### config.mk
export PLATFORM = sky130hd
export DESIGN_NAME = conv_stim_gen
export DESIGN_NICKNAME = d
export VERILOG_FILES = /design/src/rtl/conv_stim_gen_pkg.sv /design/src/rtl/conv_stim_gen_lfsr.sv /design/src/rtl/conv_stim_gen.sv
export SDC_FILE = /design/constraint.sdc
export NUM_CORES = 1
export LEC_CHECK = 0
export BUFFER_PORTS_ARGS = -buffer_cell sky130_fd_sc_hd__buf_2
export CAP_MARGIN = 15
export CORE_AREA = 2 2 80 159
export DETAILED_ROUTE_END_ITERATION = 12
export DIE_AREA = 0 0 82 161
export GPL_TIMING_DRIVEN = 0
export HOLD_SLACK_MARGIN = 0.15
export PLACE_DENSITY = 0.79
export SLEW_MARGIN = 20
export SYNTH_ARGS = -nofsm -noshare
export SYNTH_HDL_FRONTEND = slang
export SYNTH_SLANG_ARGS = --single-unit
### constraint.sdc
create_clock -name clk -period 3.6 [get_ports clk]
set_input_delay 0.72 -clock clk [delete_from_list [all_inputs] [get_ports clk]]
set_output_delay 0.72 -clock clk [all_outputs]
set_load 0.005 [all_outputs]
### src/rtl/conv_stim_gen_pkg.sv
// Shared types, LFSR polynomial and beat-count helpers for the conv stimulus sequencer.
package conv_stim_pkg;

    typedef enum logic [1:0] {
        IDLE    = 2'd0,
        KERNELS = 2'd1,
        PIXELS  = 2'd2,
        DONE    = 2'd3
    } state_t;

    // Reserved encoding falls back to ramp data.
    typedef enum logic [1:0] {
        MODE_RAMP  = 2'd0,
        MODE_LFSR  = 2'd1,
        MODE_CONST = 2'd2,
        MODE_RSVD  = 2'd3
    } mode_t;

    // Right-shift Galois mask for x^16 + x^14 + x^13 + x^11 + 1.
    localparam logic [15:0] LFSR_TAPS = 16'hB400;

    function automatic int kb(input int nk, input int ks, input int d, input int nl);
        return nk * ks * ks * d / nl;
    endfunction

    function automatic int pb(input int r, input int c, input int d, input int nl);
        return r * c * d / nl;
    endfunction

endpackage

### src/rtl/conv_stim_gen_lfsr.sv
// Per-lane Galois LFSR: reloads SEED on load_i, steps once per adv_i; q_o is the current beat's value.
module stim_lfsr
    import conv_stim_pkg::*;
#(
    parameter int                DATA_W = 16,
    parameter logic [DATA_W-1:0] SEED   = DATA_W'(1)
) (
    input  logic              clk,
    input  logic              rst,
    input  logic              load_i,
    input  logic              adv_i,
    output logic [DATA_W-1:0] q_o
);

    localparam logic [DATA_W-1:0] MASK = DATA_W'(LFSR_TAPS);

    logic [DATA_W-1:0] lfsr_q;
    logic [DATA_W-1:0] lfsr_d;

    always_comb begin
        lfsr_d = lfsr_q;
        if (load_i) begin
            lfsr_d = SEED;
        end else if (adv_i) begin
            lfsr_d = (lfsr_q >> 1) ^ (lfsr_q[0] ? MASK : '0);
        end
    end

    always_ff @(posedge clk or posedge rst) begin
        if (rst) begin
            lfsr_q <= SEED;
        end else begin
            lfsr_q <= lfsr_d;
        end
    end

    assign q_o = lfsr_q;

endmodule

### src/rtl/conv_stim_gen.sv
// Streams NUM_KERNELS kernels then one input map over two valid/ready streams; valids come straight
// from the state register, data/last hold while valid & !ready, one beat per clock with ready high.
module conv_stim_gen
    import conv_stim_pkg::*;
#(
    parameter int                ROWS        = 20,
    parameter int                COLS        = 20,
    parameter int                DEPTH       = 8,
    parameter int                KERNEL_SIZE = 3,
    parameter int                NUM_KERNELS = 5,
    parameter int                NUM_LANES   = 4,
    parameter int                DATA_W      = 16,
    parameter logic [DATA_W-1:0] LFSR_SEED   = DATA_W'(16'hACE1)
) (
    input  logic                          clk,
    input  logic                          rst,
    input  logic                          start_i,
    input  logic                          abort_i,
    input  logic [1:0]                    mode_i,
    input  logic [DATA_W-1:0]             const_i,
    output logic                          kern_valid_o,
    input  logic                          kern_ready_i,
    output logic [NUM_LANES*DATA_W-1:0]   kern_data_o,
    output logic                          kern_last_o,
    output logic                          pix_valid_o,
    input  logic                          pix_ready_i,
    output logic [NUM_LANES*DATA_W-1:0]   pix_data_o,
    output logic                          pix_last_o,
    output logic                          busy_o,
    output logic                          done_o
);

    localparam int KB    = kb(NUM_KERNELS, KERNEL_SIZE, DEPTH, NUM_LANES);
    localparam int PB    = pb(ROWS, COLS, DEPTH, NUM_LANES);
    localparam int KPK   = KERNEL_SIZE * KERNEL_SIZE * DEPTH / NUM_LANES;
    localparam int CNT_W = $clog2(((KB > PB) ? KB : PB) + 1);
    localparam int KC_W  = $clog2(KPK + 1);

    generate
        if (DEPTH % NUM_LANES != 0) begin : g_bad_depth
            $error("conv_stim_gen: DEPTH must be a multiple of NUM_LANES");
        end
    endgenerate

    state_t             state_q, state_d;
    logic [CNT_W-1:0]   beat_q, beat_d;
    logic [KC_W-1:0]    kcnt_q, kcnt_d;
    mode_t              mode_q, mode_d;
    logic [DATA_W-1:0]  const_q, const_d;

    logic               kern_acc;
    logic               pix_acc;
    logic               start_ok;
    logic [NUM_LANES*DATA_W-1:0] stream_dat;

    assign kern_acc = (state_q == KERNELS) && kern_ready_i;
    assign pix_acc  = (state_q == PIXELS) && pix_ready_i;
    assign start_ok = (state_q == IDLE) && start_i && !abort_i;

    always_comb begin
        state_d = state_q;
        beat_d  = beat_q;
        kcnt_d  = kcnt_q;
        mode_d  = mode_q;
        const_d = const_q;
        if (abort_i) begin
            state_d = IDLE;
            beat_d  = '0;
            kcnt_d  = '0;
        end else begin
            case (state_q)
                IDLE: begin
                    if (start_i) begin
                        state_d = KERNELS;
                        beat_d  = '0;
                        kcnt_d  = '0;
                        mode_d  = mode_t'(mode_i);
                        const_d = const_i;
                    end
                end
                KERNELS: begin
                    if (kern_ready_i) begin
                        if (beat_q == CNT_W'(KB - 1)) begin
                            state_d = PIXELS;
                            beat_d  = '0;
                            kcnt_d  = '0;
                        end else begin
                            beat_d = beat_q + 1'b1;
                            kcnt_d = (kcnt_q == KC_W'(KPK - 1)) ? '0 : kcnt_q + 1'b1;
                        end
                    end
                end
                PIXELS: begin
                    if (pix_ready_i) begin
                        if (beat_q == CNT_W'(PB - 1)) begin
                            state_d = DONE;
                            beat_d  = '0;
                        end else begin
                            beat_d = beat_q + 1'b1;
                        end
                    end
                end
                DONE:    state_d = IDLE;
                default: state_d = IDLE;
            endcase
        end
    end

    always_ff @(posedge clk or posedge rst) begin
        if (rst) begin
            state_q <= IDLE;
            beat_q  <= '0;
            kcnt_q  <= '0;
            mode_q  <= MODE_RAMP;
            const_q <= '0;
        end else begin
            state_q <= state_d;
            beat_q  <= beat_d;
            kcnt_q  <= kcnt_d;
            mode_q  <= mode_d;
            const_q <= const_d;
        end
    end

    // The LFSR sequence runs continuously across the kernel and pixel streams.
    generate
        for (genvar l = 0; l < NUM_LANES; l++) begin : g_lane
            logic [DATA_W-1:0] lfsr_dat;
            logic [DATA_W-1:0] ramp_dat;

            stim_lfsr #(
                .DATA_W (DATA_W),
                .SEED   (LFSR_SEED ^ DATA_W'(l))
            ) u_lfsr (
                .clk    (clk),
                .rst    (rst),
                .load_i (start_ok),
                .adv_i  ((kern_acc || pix_acc) && !abort_i),
                .q_o    (lfsr_dat)
            );

            assign ramp_dat = DATA_W'(32'(beat_q) * 32'(NUM_LANES) + 32'(l));
            assign stream_dat[l*DATA_W +: DATA_W] =
                (mode_q == MODE_LFSR)  ? lfsr_dat :
                (mode_q == MODE_CONST) ? const_q  : ramp_dat;
        end
    endgenerate

    assign kern_valid_o = (state_q == KERNELS);
    assign pix_valid_o  = (state_q == PIXELS);
    assign kern_data_o  = kern_valid_o ? stream_dat : '0;
    assign pix_data_o   = pix_valid_o ? stream_dat : '0;
    assign kern_last_o  = kern_valid_o && (kcnt_q == KC_W'(KPK - 1));
    assign pix_last_o   = pix_valid_o && (beat_q == CNT_W'(PB - 1));
    assign busy_o       = kern_valid_o || pix_valid_o;
    assign done_o       = (state_q == DONE);

endmodule

Yosys cells after proc, flatten, opt, wreduce, memory -nomap -nowiden
Index checks and enable logic that the tools add are counted.
{ "totals": {"reg_bits": 99, "latch_bits": 0, "ramBits": 0, "rom_bits": 0, "output_inout_bits": 134, "word_cells": 92, "mem_count": 0} }
{ "op_classes": {"add_sub_neg": 5, "mul": 0, "n_div": 0, "order_cmp": 0, "n_eq_ne": 13, "shifts": 0, "n_mux": 42, "n_bitwise": 5, "n_reduce_logical": 18} }
{ "op_table": {"columns": ["op", "count"], "rows": [
  ["16-bit 2-to-1 mux", 20],
  ["64-bit 2-to-1 mux", 2],
  ["15-bit by 16-bit bitwise XOR with 16-bit output", 4],
  ["10-bit 2-to-1 mux", 6],
  ["10-bit one-hot mux with 3 select lines", 1],
  ["12-bit by 2-bit adder with 13-bit output (second input constant)", 2],
  ["5-bit 2-to-1 mux", 5],
  ["12-bit by 1-bit adder with 13-bit output (second input constant)", 1],
  ["2-bit 2-to-1 mux", 6],
  ["3-bit by 2-bit != test with 1-bit output (second input constant)", 4],
  ["10-bit by 1-bit adder with 10-bit output (second input constant)", 1],
  ["10-bit equality test (second input constant)", 1],
  ["10-bit by 7-bit equality test with 1-bit output (second input constant)", 1],
  ["5-bit one-hot mux with 2 select lines", 1],
  ["2-bit one-hot mux with 4 select lines", 1],
  ["1-bit logical AND", 7],
  ["2-bit equality test (second input constant)", 3],
  ["3-bit AND reduction", 2],
  ["5-bit by 1-bit adder with 5-bit output (second input constant)", 1],
  ["5-bit equality test (second input constant)", 1],
  ["5-bit AND reduction", 1],
  ["2-bit by 1-bit equality test with 1-bit output (second input constant)", 2],
  ["4-bit AND reduction", 1],
  ["4-bit nonzero test", 1],
  ["other kinds (7)", 8]
]} }

Logic depth before layout (Yosys ltp)
Gate-level depths: netlist (run 1).
{ "depth": {"word_depth": 6, "mapped_depth": 8} }

Modules after synthesis
From an unflattened synthesis (run 1), not the netlist that was laid out.
{ "hier_totals": {"hier_cells": 726, "hier_area_um2": 6282.3} }
{ "by_module_without_submodules": {"columns": ["mod", "instances", "cells_per_inst", "area_each_um2"], "rows": [
  ["conv_stim_gen", 1, 496, 3353.2],
  ["stim_lfsr at g_lane[3].u_lfsr", 1, 58, 735.7],
  ["stim_lfsr at g_lane[2].u_lfsr", 1, 57, 733.2],
  ["stim_lfsr at g_lane[0].u_lfsr", 1, 57, 730.7],
  ["stim_lfsr at g_lane[1].u_lfsr", 1, 58, 729.4]
]} }

Least setup slack after synthesis (run 1)
No wires, ideal clock.
{ "synth_timing": {"path_kind": "reg-to-output", "startpoint": "register mode_q[0]", "endpoint": "output kern_data_o[22]", "t_arrival_ns": 1.487, "slack_ns": 1.393, "path_stages_with_launch": 7, "cell_sequence": "dfrtp_1 -> clkbuf_1 -> buf_1 -> mux2i_1 -> nand2_1 -> o21ai_0 -> nor2b_1"} }
{ "synth_via": {"elab_chain_len": 4, "elab_cells_between_ends": 5, "classes_between": "eq/ne (2); mux (3)"} }
{ "synth_lines": {"columns": ["item", "line", "text"], "rows": [
  ["start, declared", "conv_stim_gen.sv:48", "mode_t mode_q, mode_d;"],
  ["start signal, assigned", "conv_stim_gen.sv:120", "mode_q <= mode_d;"],
  ["2-bit equality test", "conv_stim_gen.sv:145", "(mode_q == MODE_CONST) ? const_q : ramp_dat;"],
  ["16-bit 2-to-1 mux", "conv_stim_gen.sv:145", null],
  ["16-bit 2-to-1 mux (*)", "conv_stim_gen.sv:144", "(mode_q == MODE_LFSR) ? lfsr_dat :"],
  ["64-bit 2-to-1 mux (*)", "conv_stim_gen.sv:151", "assign kern_data_o = kern_valid_o ? stream_dat : '0;"],
  ["end, declared", "conv_stim_gen.sv:23", "output logic [NUM_LANES*DATA_W-1:0] kern_data_o,"]
]} }
Every way passes the cells marked *; elsewhere a longest branch is shown, timed or not.

Worst setup path after layout (run 1)
{ "layout_timing": {"startpoint": "register state_q[0]", "endpoint": "output pix_data_o[58]"} }
{ "layout_via": {"elab_chain_len": 2} }
{ "layout_lines": {"columns": ["item", "line", "text"], "rows": [
  ["start, declared", "conv_stim_gen.sv:45", "state_t state_q, state_d;"],
  ["start signal, assigned", "conv_stim_gen.sv:117", "state_q <= state_d;"],
  ["2-bit equality test", "conv_stim_gen.sv:150", "assign pix_valid_o = (state_q == PIXELS);"],
  ["64-bit 2-to-1 mux", "conv_stim_gen.sv:152", "assign pix_data_o = pix_valid_o ? stream_dat : '0;"],
  ["end, declared", "conv_stim_gen.sv:27", "output logic [NUM_LANES*DATA_W-1:0] pix_data_o,"]
]} }
No other way between the ends.

==> results of run 1 <==
## cell usage after synthesis, types with 8 or more instances
master | number | area (µm²)
and2_1 | 41 | 257
nand3_1 | 38 | 190
ha_1 | 8 | 100
clkbuf_1 | 58 | 218
o21ai_0 | 46 | 230
nor2b_1 | 82 | 513
nor2_1 | 16 | 60.1
inv_1 | 11 | 41.3
mux2i_1 | 11 | 110
dfrtp_1 | 67 | 1680
a21oi_1 | 31 | 155
a31oi_1 | 9 | 56.3
nand2b_1 | 17 | 106
xnor2_1 | 13 | 114
nand2_1 | 297 | 1110
o221a_2 | 8 | 90.1
dfstp_2 | 32 | 841
## final cells by class
cell class,count,share of cell area (%)
repair buffers,157,10.6
inverters,11,0.608
well taps,147,2.41
flip-flops and latches,99,33.0
clock buffers,10,3.01
clock inverters,6,0.854
plain buffers,65,3.32
multi-input cells,667,46.1
## sequential cells by signal, summed over array words and instances, names as in the netlist
register	count
g_lane.u_lfsr.q_o	64
const_q	16
beat_q	10
kcnt_q	5
mode_q	2
state_q	2
## layer usage
| metal | share of wire (%) | track usage, % |
|---|---|---|
| met1 | 39 | 37.5 |
| met3 | 6.6 | 4.75 |
| met5 | 0 | 0 |
| met2 | 49 | 51.8 |
| met4 | 5.9 | 18.9 |
## power breakdown
part / switching [µW] / internal, µW / total, µW / leakage [µW]
sequential: 354 / 1640 / 1990 / 0.00123
combinational: 1840 / 1060 / 2910 / 0.00266
clock: 428 / 541 / 969 / 0.000143
total: 2620 / 3240 / 5870 / 0.00403
## worst register-to-register path, delay by kind of cell (launching register included)
kind                       cells  cell delay [ns]
adders and majority gates      1             0.42
buffers and inverters          2             0.43
DFF                            1             0.42
AOI/OAI and AO/OA              2             0.51
and+or+nand+nor                2             0.87
## kinds of logic (layout without fill, tap and decap cells)
kind of cell | count (synthesis) | in the layout | synth area share (%)
muxes | 11 | 11 | 1.74
and+or+nand+nor | 515 | 515 | 38.0
AOI/OAI and AO/OA | 120 | 120 | 12.4
adders and majority gates | 8 | 8 | 1.58
DFF | 99 | 99 | 39.8
xor gates and xnor gates | 13 | 13 | 1.80
buffers and inverters | 76 | 249 | 4.63
## worst min-delay path by stage
stage / from / endpoint / cells after the start
after floorplan: g_lane[0].u_lfsr.q_o[5] / g_lane[0].u_lfsr.q_o[5] / 2
after global placement: g_lane[1].u_lfsr.q_o[7] / g_lane[1].u_lfsr.q_o[7] / 2
after detailed placement: g_lane[2].u_lfsr.q_o[15] / g_lane[2].u_lfsr.q_o[15] / 2
after CTS: rst / const_q[0] / 2
after global routing: rst / const_q[0] / 2
final: rst / const_q[0] / 2
## what timing repair did
item / in CTS / in global routing
endpoints found under the setup margin: 0 / 4
hold endpoints to repair: 0 / 0
gates resized for setup: 0 / 2
## stage by stage
| step | utilization [%] | TNS, ns |
|---|---|---|
| 3_5_place_dp | 61.1 | 0 |
| 3_3_place_gp | 60.8 | -50.51 |
| 6_report | 63.6 | 0 |
| 4_1_cts | 63.6 | 0 |
| 5_1_grt | 63.6 | 0 |
| 2_1_floorplan | - | 0 |
==> results.md, run 1 <==
* Status: finished, final reports clean
* First-pass GRT wire length at 31.4 mm
* Worst R2R Start: state_q[1]
* Maxcap violations at 0
* CP delay by family, top: buffers and inverters
* Layout cells sized above 1 at 22.0%
* Final min period at 3.37 ns
* Core area at 12000 µm²
* Root Driver: clkbuf_16
* Post-synth EDFFs at 0
* Setup violations, final at 0
* Unrepaired setup endpoints after global routing: no
* Period utilisation layout at 93.7%
* Initial antenna violation count at 0
* Top_reg_cell synth: dfrtp_1
* Worst Setup SP: state_q[0]
* Hold Crit Class: input pin to async pin
* Slew at the pin closest to its max-slew limit at 0.802 ns
* Critical Path Fanout Max at 10
* P per Cell Area at 770 nW/µm²
* Routed wire length per instance at 17.2 µm
* FFs w/ async S/R, synth at 100%
* Req. time, crit path at 2.88 ns
* Antenna diodes at 0
* Fin. Hold Viols at 0
* Die width at 82 µm
* Synth Warn # at 0
* RR Endpoint: g_lane[2].u_lfsr.q_o[12]
* Crit start category: register
* HPWL after DPL at 15.3 mm
* Area after DPL at 7320 µm²
* Fill cells at 1076
* Max rail drop VDD at 0.427 mV
* Clock sinks at 99
* Setup slack, reg-to-reg at 0.85 ns
* Most common cell after layout, fill and taps aside: nand2_1
* Drt initial violations at 536
* Worst Path Arrival at 2.65 ns
* Syn_area_per_cell at 7.51 µm²
* Total routed wirelength at 20.0 mm
* Core Rows at 57
* Worst Path Buf+Inv at 4
* Pins Over Slew Limit at 0
* Initial core utilization at 52.8%
* Total GRT Usage at 31.4%
* Pin count of the biggest net entering global routing at 80
* Worst-path clk slew at 0.07 ns
* Slowest cell on the critical path: clkbuf_1
* Crit path depth at 6
* Setup Crit Path Kind: register to output pin
* Synthesized flop and latch total at 99
* Crit. End Element: output pin
* Total area of multi-input combinational cells at 3510 µm²
* Final WS setup at 0.228 ns
* Ports at 158
* Post-Syn Area at 6320 µm²
* DR DRC count at 0
* Final Wtd Congestion at 0.920
* Crit path capture: pix_data_o[58]
* Clock buffer depth at 2
* Vias in the first global route at 6119
* Via count at 6406
* Final Cell Area at 7620 µm²
* Hold WS at 0.305 ns
* Pre-antenna DRT Iters at 5
* FMAX at 0.297 GHz
* Cell Chain, Critical Path: inv_1 -> ha_1 -> clkbuf_1 -> clkbuf_1 -> nor2b_1 -> buf_2
* Reg2Reg Depth at 7
* Area growth from synthesis to final layout at 20.4%
* CTS tree: done
* Clock Skew at 0.00611 ns
* Relative slew slack at 46.5%
* Most frequent cells in the layout: nand2_1, buf_2, nor2b_1
* Routed Antenna Nets at 0
* Dpl ws at 0.516 ns
* Via-to-Cell Ratio at 5.51
* Inserted Clock Buffers at 9
* CTS Hold Bufs at 0
* Worst-Skew Late Latency at 0.34 ns
* Remaining Overflow, GRT at 0
* Final net count at 1042
* Cells after Synth at 842
* P_leak at 0.00403 µW
* CP most frequent cell: clkbuf_1
* CTS H-tree depth at 3
* Inst Count DP at 1146
* Postcts setup bufs at 0
* Count of cell types in the netlist at 41
* Die area at 13200 µm²
* CP peak stage delay at 0.62 ns
* Die height at 161 µm
* IO buf count at 156
* Synthesized Nets at 874
* Overall Power at 5870 µW
* Register area at 2520 µm²
* Seq/Total Area, Yosys at 39.8%
* Final Non-Filler Cells at 1162
Note: power is estimated with default switching activity, not from simulation.
==> inputs of run 2 (changes only) <==
--- a/config.mk
+++ b/config.mk
@@ -5,11 +5,12 @@
 export SDC_FILE = /design/constraint.sdc
 export NUM_CORES = 1
 export LEC_CHECK = 0
+export ABC_AREA = 1
 export BUFFER_PORTS_ARGS = -buffer_cell sky130_fd_sc_hd__buf_2
 export CAP_MARGIN = 15
-export CORE_AREA = 2 2 80 159
+export CORE_AREA = 2 2 77 152
 export DETAILED_ROUTE_END_ITERATION = 12
-export DIE_AREA = 0 0 82 161
+export DIE_AREA = 0 0 79 154
 export GPL_TIMING_DRIVEN = 0
 export HOLD_SLACK_MARGIN = 0.15
 export PLACE_DENSITY = 0.79
==> run 2 against run 1 <==
Cell area is 7.9% lower. Synthesized area is 9.7% lower. Wire length is 7.6% lower. Critical endpoint is now pix_data_o[53].
==> results.md, run 2 <==
* Cell taking the most area after synthesis: dfrtp_1
* Adder-Cell Fraction of Synth Area at 1.75% (+0.17 points)
* Worst Path Arrival at 2.70 ns (+0.05 ns)
* Crit start category: register
* Period utilisation layout at 94.9% (+1.2 points)
* Reg2Reg Depth at 10 (+3)
* IO buf count at 156 (unchanged)
* Top-count cell post-synth: nor2_1
* Via count at 6117 (-4.5%)
* P per Cell Area at 833 nW/µm² (+8.2%)
* XOR/XNOR Fraction of Synth Area at 0.920% (-0.88 points)
* Max reg flops at 64 (unchanged)
* HPWL after DPL at 14.2 mm (-7.3%)
* Overall Power at 5850 µW (-0.32%)
* Critical Path Fanout Max at 10 (unchanged)
* Synth cell count leaders: nor2_1, nand2_1, o21ai_0, inv_1, dfrtp_1
* Drt initial violations at 531 (-0.93%)
* CTS tree: done
* Core area at 10900 µm² (-8.6%)
* Syn_area_per_cell at 7.03 µm² (-6.4%)
* Cell Chain, Critical Path: inv_1 -> ha_1 -> inv_1 -> clkbuf_1 -> clkbuf_1 -> nor2_1 -> buf_2
* Initial core utilization at 52.2% (-0.60 points)
* Antenna diodes at 0 (unchanged)
* Initial antenna violation count at 0 (unchanged)
* Routed Antenna Nets at 0 (unchanged)
* Clock buffer depth at 2 (unchanged)
* Worst Setup SP: state_q[0]
* Mux cell area share after synthesis at 0% (-1.7 points)
* Seq/Total Area, Yosys at 44.1% (+4.3 points)
* Cells after Synth at 812 (-3.6%)
* P_leak at 0.00359 µW (-11%)
* Clock Skew at 0.00812 ns (+0.00200 ns)
* Worst-path clk slew at 0.07 ns (about the same)
* Synthesized flop and latch total at 99 (unchanged)
* Post-Syn Area at 5710 µm² (-9.7%)
* Clock sinks at 99 (unchanged)
* Fin. Hold Viols at 0 (unchanged)
* Maxcap violations at 0 (unchanged)
* Slowest cell on the critical path: clkbuf_1
* Yosys top cell area share at 29.4% (+2.8 points)
* Setup violations, final at 0 (unchanged)
* CP peak stage delay at 0.64 ns (+0.02 ns)
* Remaining Overflow, GRT at 0 (unchanged)
* Synthesized Nets at 844 (-3.4%)
* Setup Crit Path Kind: register to output pin
* Inserted Clock Buffers at 9 (unchanged)
* Final Cell Area at 7020 µm² (-7.9%)
* Routed wire length per instance at 16.4 µm (-4.6%)
* Worst-Skew Late Latency at 0.35 ns (about the same)
* FFs w/ async S/R, synth at 100% (unchanged)
* Slew at the pin closest to its max-slew limit at 0.758 ns (-0.0441 ns)
* Die height at 154 µm (-4.3%)
* Synth Warn # at 0 (unchanged)
* Area growth from synthesis to final layout at 22.9%
* Area after DPL at 6700 µm² (-8.5%)
* Status: finished, final reports clean
* CTS Hold Bufs at 0 (unchanged)
* Final net count at 1012 (-2.9%)
* Max rail drop VDD at 0.452 mV (+6.1%)
* Total routed wirelength at 18.5 mm (-7.6%)
* Unrepaired setup endpoints after global routing: no
* Layout cells sized above 1 at 23.6% (+1.6 points)
* Die width at 79 µm (-3.7%)
* Core Rows at 54 (-5.3%)
* RR Endpoint: g_lane[2].u_lfsr.q_o[3]
* Ports at 158 (unchanged)
* Hold Crit Class: input pin to async pin
* First-pass GRT wire length at 29.3 mm (-6.7%)
* DR DRC count at 0 (unchanged)
* Req. time, crit path at 2.88 ns (about the same)
* Setup slack, reg-to-reg at 1.39 ns (+0.54 ns)
* Top cells by area, synth: dfrtp_1, dfstp_2, nor2_1
* Relative slew slack at 49.4% (+2.9 points)
* Simple-gate share of the synthesized area at 26.4% (-12 points)
* Total GRT Usage at 30.9% (-0.45 points)
* Largest family of logic cells by synthesized area: simple AND/OR/NAND/NOR gates
* Root Driver: clkbuf_16
* Pre-antenna DRT Iters at 6 (+1)
* Vias in the first global route at 5976 (-2.3%)
* Most frequent cells in the layout: nor2_1, buf_2, nand2_1
* Post-synth EDFFs at 0 (unchanged)
* Die area at 12200 µm² (-7.8%)
* FMAX at 0.293 GHz (-1.3%)
* Pin count of the biggest net entering global routing at 71 (-11%)
* Crit path capture: pix_data_o[53]
* Post-CTS sizing at 0 (unchanged)
* Via-to-Cell Ratio at 5.44 (-1.4%)
* Worst R2R Start: state_q[0]
* Crit. End Element: output pin
* CTS H-tree depth at 3 (unchanged)
* Pins Over Slew Limit at 0 (unchanged)
* Most common cell after layout, fill and taps aside: nor2_1
* Final min period at 3.42 ns (+0.0450 ns)
* Final Wtd Congestion at 0.971 (+5.5%)
* Count of cell types in the netlist at 25 (-39%)
* Post-synthesis compound-gate area fraction at 16.1% (+3.7 points)
* Postcts setup bufs at 0 (unchanged)
* Top_reg_cell synth: dfrtp_1
-- run 2: cell type report --
| type | count | area, µm² |
|---|---|---|
| inverter | 101 | 384 |
| sequential | 99 | 2520 |
| fill | 1030 | 3930 |
| timing repair buffer | 157 | 808 |
| clock inverter | 6 | 88.8 |
| buffer | 50 | 233 |
| multi-input combinational | 562 | 2580 |
| tap | 140 | 175 |
| clock buffer | 10 | 229 |
-- run 2: worst min path at each step --
stage           startpoint     endpoint  slack [ns]  cells past startpoint
2_1_floorplan  const_q[10]  const_q[10]        0.44                      2
3_3_place_gp   const_q[15]  const_q[15]        0.46                      2
3_5_place_dp   const_q[13]  const_q[13]        0.46                      2
4_1_cts                rst    kcnt_q[2]        0.34                      2
5_1_grt                rst  const_q[15]        0.35                      2
6_report               rst  const_q[14]        0.34                      2
-- run 2: cells by family after synthesis --
| family | after synthesis |
|---|---|
| buf+inv | 151 |
| flops | 99 |
| xor+xnor | 6 |
| fa+ha+maj | 8 |
| simple gates | 374 |
| compound gates | 174 |
-- run 2: worst max-delay path, delay by kind of cell (launching register included) --
kind	cells	cell delay, ns
buffers and inverters	5	1.49
and+or+nand+nor	1	0.15
DFF	1	0.43
adders and majority gates	1	0.27
-- run 2: power by group --
part / internal (µW) / switching [µW] / total [µW]
Clock: 611 / 431 / 1040
Combinational: 893 / 1910 / 2800
Sequential: 1660 / 339 / 2000
-- run 2: metrics by stage --
stage	worst slack, ns	instances	util, %	TNS [ns]	hold slack [ns]
2_1_floorplan	0.343	812	-	0	0.442
3_3_place_gp	-0.841	1108	60.9	-55.74	0.457
3_5_place_dp	0.627	1109	61.2	0	0.461
4_1_cts	0.222	1125	64.1	0	0.343
5_1_grt	0.0556	1125	64.1	0	0.354
6_report	0.183	1125	64.1	0	0.335
-- run 2: layer usage --
layer | up-vias | wire (µm) | track usage (%)
met5 | - | 0 | 0
met4 | 0 | 971 | 17.5
met3 | 70 | 1110 | 4.11
met2 | 298 | 9730 | 56.0
met1 | 2834 | 6680 | 33.6
li1 | 2915 | - | -
==> inputs of run 3 (changes only) <==
--- a/config.mk
+++ b/config.mk
@@ -8,12 +8,15 @@
 export ABC_AREA = 1
 export BUFFER_PORTS_ARGS = -buffer_cell sky130_fd_sc_hd__buf_2
 export CAP_MARGIN = 15
-export CORE_AREA = 2 2 77 152
+export CELL_PAD_IN_SITES_DETAIL_PLACEMENT = 1
+export CELL_PAD_IN_SITES_GLOBAL_PLACEMENT = 2
+export CORE_AREA = 2 2 104 207
+export CTS_CLUSTER_DIAMETER = 30
 export DETAILED_ROUTE_END_ITERATION = 12
-export DIE_AREA = 0 0 79 154
+export DIE_AREA = 0 0 106 209
 export GPL_TIMING_DRIVEN = 0
 export HOLD_SLACK_MARGIN = 0.15
-export PLACE_DENSITY = 0.79
+export PLACE_DENSITY_LB_ADDON = 0.1
 export SLEW_MARGIN = 20
 export SYNTH_ARGS = -nofsm -noshare
 export SYNTH_HDL_FRONTEND = slang
==> run 3 against run 2 <==
Hold slack is essentially flat. Non-clock buffer count is the same. Combinational power grew 4%. Sequential cell count is the same. Clock power shrank 5%. Maximum frequency grew 2.1%. Sequential share of layout area shrank 0.68 points. Critical path type unchanged. Highest routed layer unchanged.
==> results.md, run 3 (synthesis gave the netlist of run 2 again) <==
* Req. time, crit path at 2.88 ns (about the same)
* Max reg flops at 64 (unchanged)
* Core Rows at 75 (+39%)
* Area growth from synthesis to final layout at 25.3%
* Clock buffer depth at 2 (unchanged)
* FMAX at 0.299 GHz (+2.1%)
* Pins Over Slew Limit at 0 (unchanged)
* Drt initial violations at 238 (-55%)
* DR DRC count at 0 (unchanged)
* Maxcap violations at 0 (unchanged)
* Via-to-Cell Ratio at 4.67 (-14%)
* Die area at 22200 µm² (+82%)
* Period utilisation layout at 93.0% (-1.9 points)
* CTS tree: done
* Remaining Overflow, GRT at 0 (unchanged)
* Met2 usage at 37.4% (-19 points)
* Routed wire length per instance at 18.1 µm (+10%)
* Slew at the pin closest to its max-slew limit at 0.742 ns (-0.0159 ns)
* Vias in the first global route at 6138 (+2.7%)
* Worst-Skew Late Latency at 0.35 ns (about the same)
* P per Cell Area at 825 nW/µm² (-1.0%)
* Postcts setup bufs at 0 (unchanged)
* CP peak stage delay at 0.56 ns (-0.08 ns)
* M3 GR Usage at 2.06% (-2.0 points)
* Final WS setup at 0.253 ns (+0.0701 ns)
* Post-CTS sizing at 0 (unchanged)
* Relative slew slack at 50.3% (+0.87 points)
* Unrepaired setup endpoints after global routing: no
* Inst Count DP at 1238 (+12%)
* Final min period at 3.35 ns (-0.0701 ns)
* Final Core Density at 34.5% (-30 points)
* Pre-antenna DRT Iters at 4 (-2)
* Max rail drop VDD at 0.353 mV (-22%)
* CTS H-tree depth at 3 (unchanged)
* P_leak at 0.00358 µW (-0.23%)
* Worst Path Arrival at 2.63 ns (-0.07 ns)
* Final Wtd Congestion at 0.811 (-16%)
* Via count at 5857 (-4.3%)
* Fin. Hold Viols at 0 (unchanged)
* Final net count at 1012 (unchanged)
* Worst Path Buf+Inv at 5 (unchanged)
* Hold WS at 0.335 ns (+0.000232 ns)
* HPWL after DPL at 17.2 mm (+21%)
* Core area at 20700 µm² (+89%)
* Setup violations, final at 0 (unchanged)
* Status: finished, final reports clean
* Initial antenna violation count at 0 (unchanged)
* Routed Antenna Nets at 0 (unchanged)
* Slowest cell on the critical path: clkbuf_1
* Root Driver: clkbuf_16
* Dpl ws at 0.586 ns (-0.0408 ns)
* Total GRT Usage at 21.0% (-9.9 points)
* Ports at 158 (unchanged)
* First-pass GRT wire length at 35.6 mm (+21%)
* Critical Path Fanout Max at 10 (unchanged)
* Initial core utilization at 27.5% (-25 points)
* Die width at 106 µm (+34%)
* Inserted Clock Buffers at 9 (unchanged)
* Clock sinks at 99 (unchanged)
* Grt peak-use layer: met2
* Setup Crit Path Kind: register to output pin
* Crit start category: register
* Hold Crit Class: input pin to async pin
* Die height at 209 µm (+36%)
* IO buf count at 156 (unchanged)
* Pin count of the biggest net entering global routing at 73 (+2.8%)
* Antenna diodes at 0 (unchanged)
* Layout cells sized above 1 at 23.5% (-0.10 points)
* Cell Chain, Critical Path: inv_1 -> ha_1 -> inv_1 -> clkbuf_1 -> clkbuf_1 -> nor2_1 -> buf_2
* CP delay by family, top: buffers and inverters
* Clock Skew at 0.00578 ns (-0.00234 ns)
* Met1 Use GR at 27.0% (-6.7 points)
* Worst-path clk slew at 0.07 ns (about the same)
* CTS Hold Bufs at 0 (unchanged)
* Total routed wirelength at 22.7 mm (+23%)
* Crit. End Element: output pin
* Final Non-Filler Cells at 1254 (+11%)
* Most frequent cells in the layout: nor2_1, buf_2, nand2_1
* Most common cell after layout, fill and taps aside: nor2_1
-- run 3: cell types whose count changed in the layout (fill, tap and decap cells not counted) --
cell and delta:
bufinv_16 -2, clkbuf_1 +1, clkbuf_16 +1, clkbuf_8 +1, clkinv_4 +1, clkinvlp_4 -1, inv_6 -1
-- run 3: path summary, 6_finish.rpt --
check | start | slack, ns | end | cells after the start
max reg2reg | state_q[0] | 1.27 | g_lane[1].u_lfsr.q_o[10] | 7
min | rst | 0.34 | g_lane[0].u_lfsr.q_o[14] | 2
min in group clk | const_q[9] | 0.48 | const_q[9] | 2
min reg2reg | const_q[9] | 0.48 | const_q[9] | 2
max in group asynchronous | rst | 2.54 | g_lane[3].u_lfsr.q_o[5] | 3
max | state_q[0] | 0.25 | pix_data_o[24] | 7
-- run 3: final cells by class --
class                   instances  area (µm²)
fillers                      2667       13600
multi-input cells             562        2580
flip-flops and latches         99        2520
repair buffers                157         808
inverters                     101         384
well taps                     269         337
clock buffers                  13         272
plain buffers                  50         233
clock inverters                 3        21.3
-- run 3: layer usage --
metal	routed length (µm)	up-vias
li1	-	2911
met1	10400	2787
met2	11400	139
met3	708	20
met4	336	0
met5	0	-
-- run 3: power breakdown --
part / internal [µW] / total (µW) / switching, µW
sequential: 1660 / 1990 / 331
combinational: 894 / 2920 / 2030
clock: 532 / 984 / 453
total: 3090 / 5900 / 2810
-- run 3: through the flow --
step           TNS, ns  power, µW  cell area [µm²]
2_1_floorplan        0       3670             5710
3_3_place_gp    -94.17       4900             6830
3_5_place_dp         0       4970             6860
4_1_cts              0       5980             7150
5_1_grt              0       6440             7150
6_report             0       5900             7150
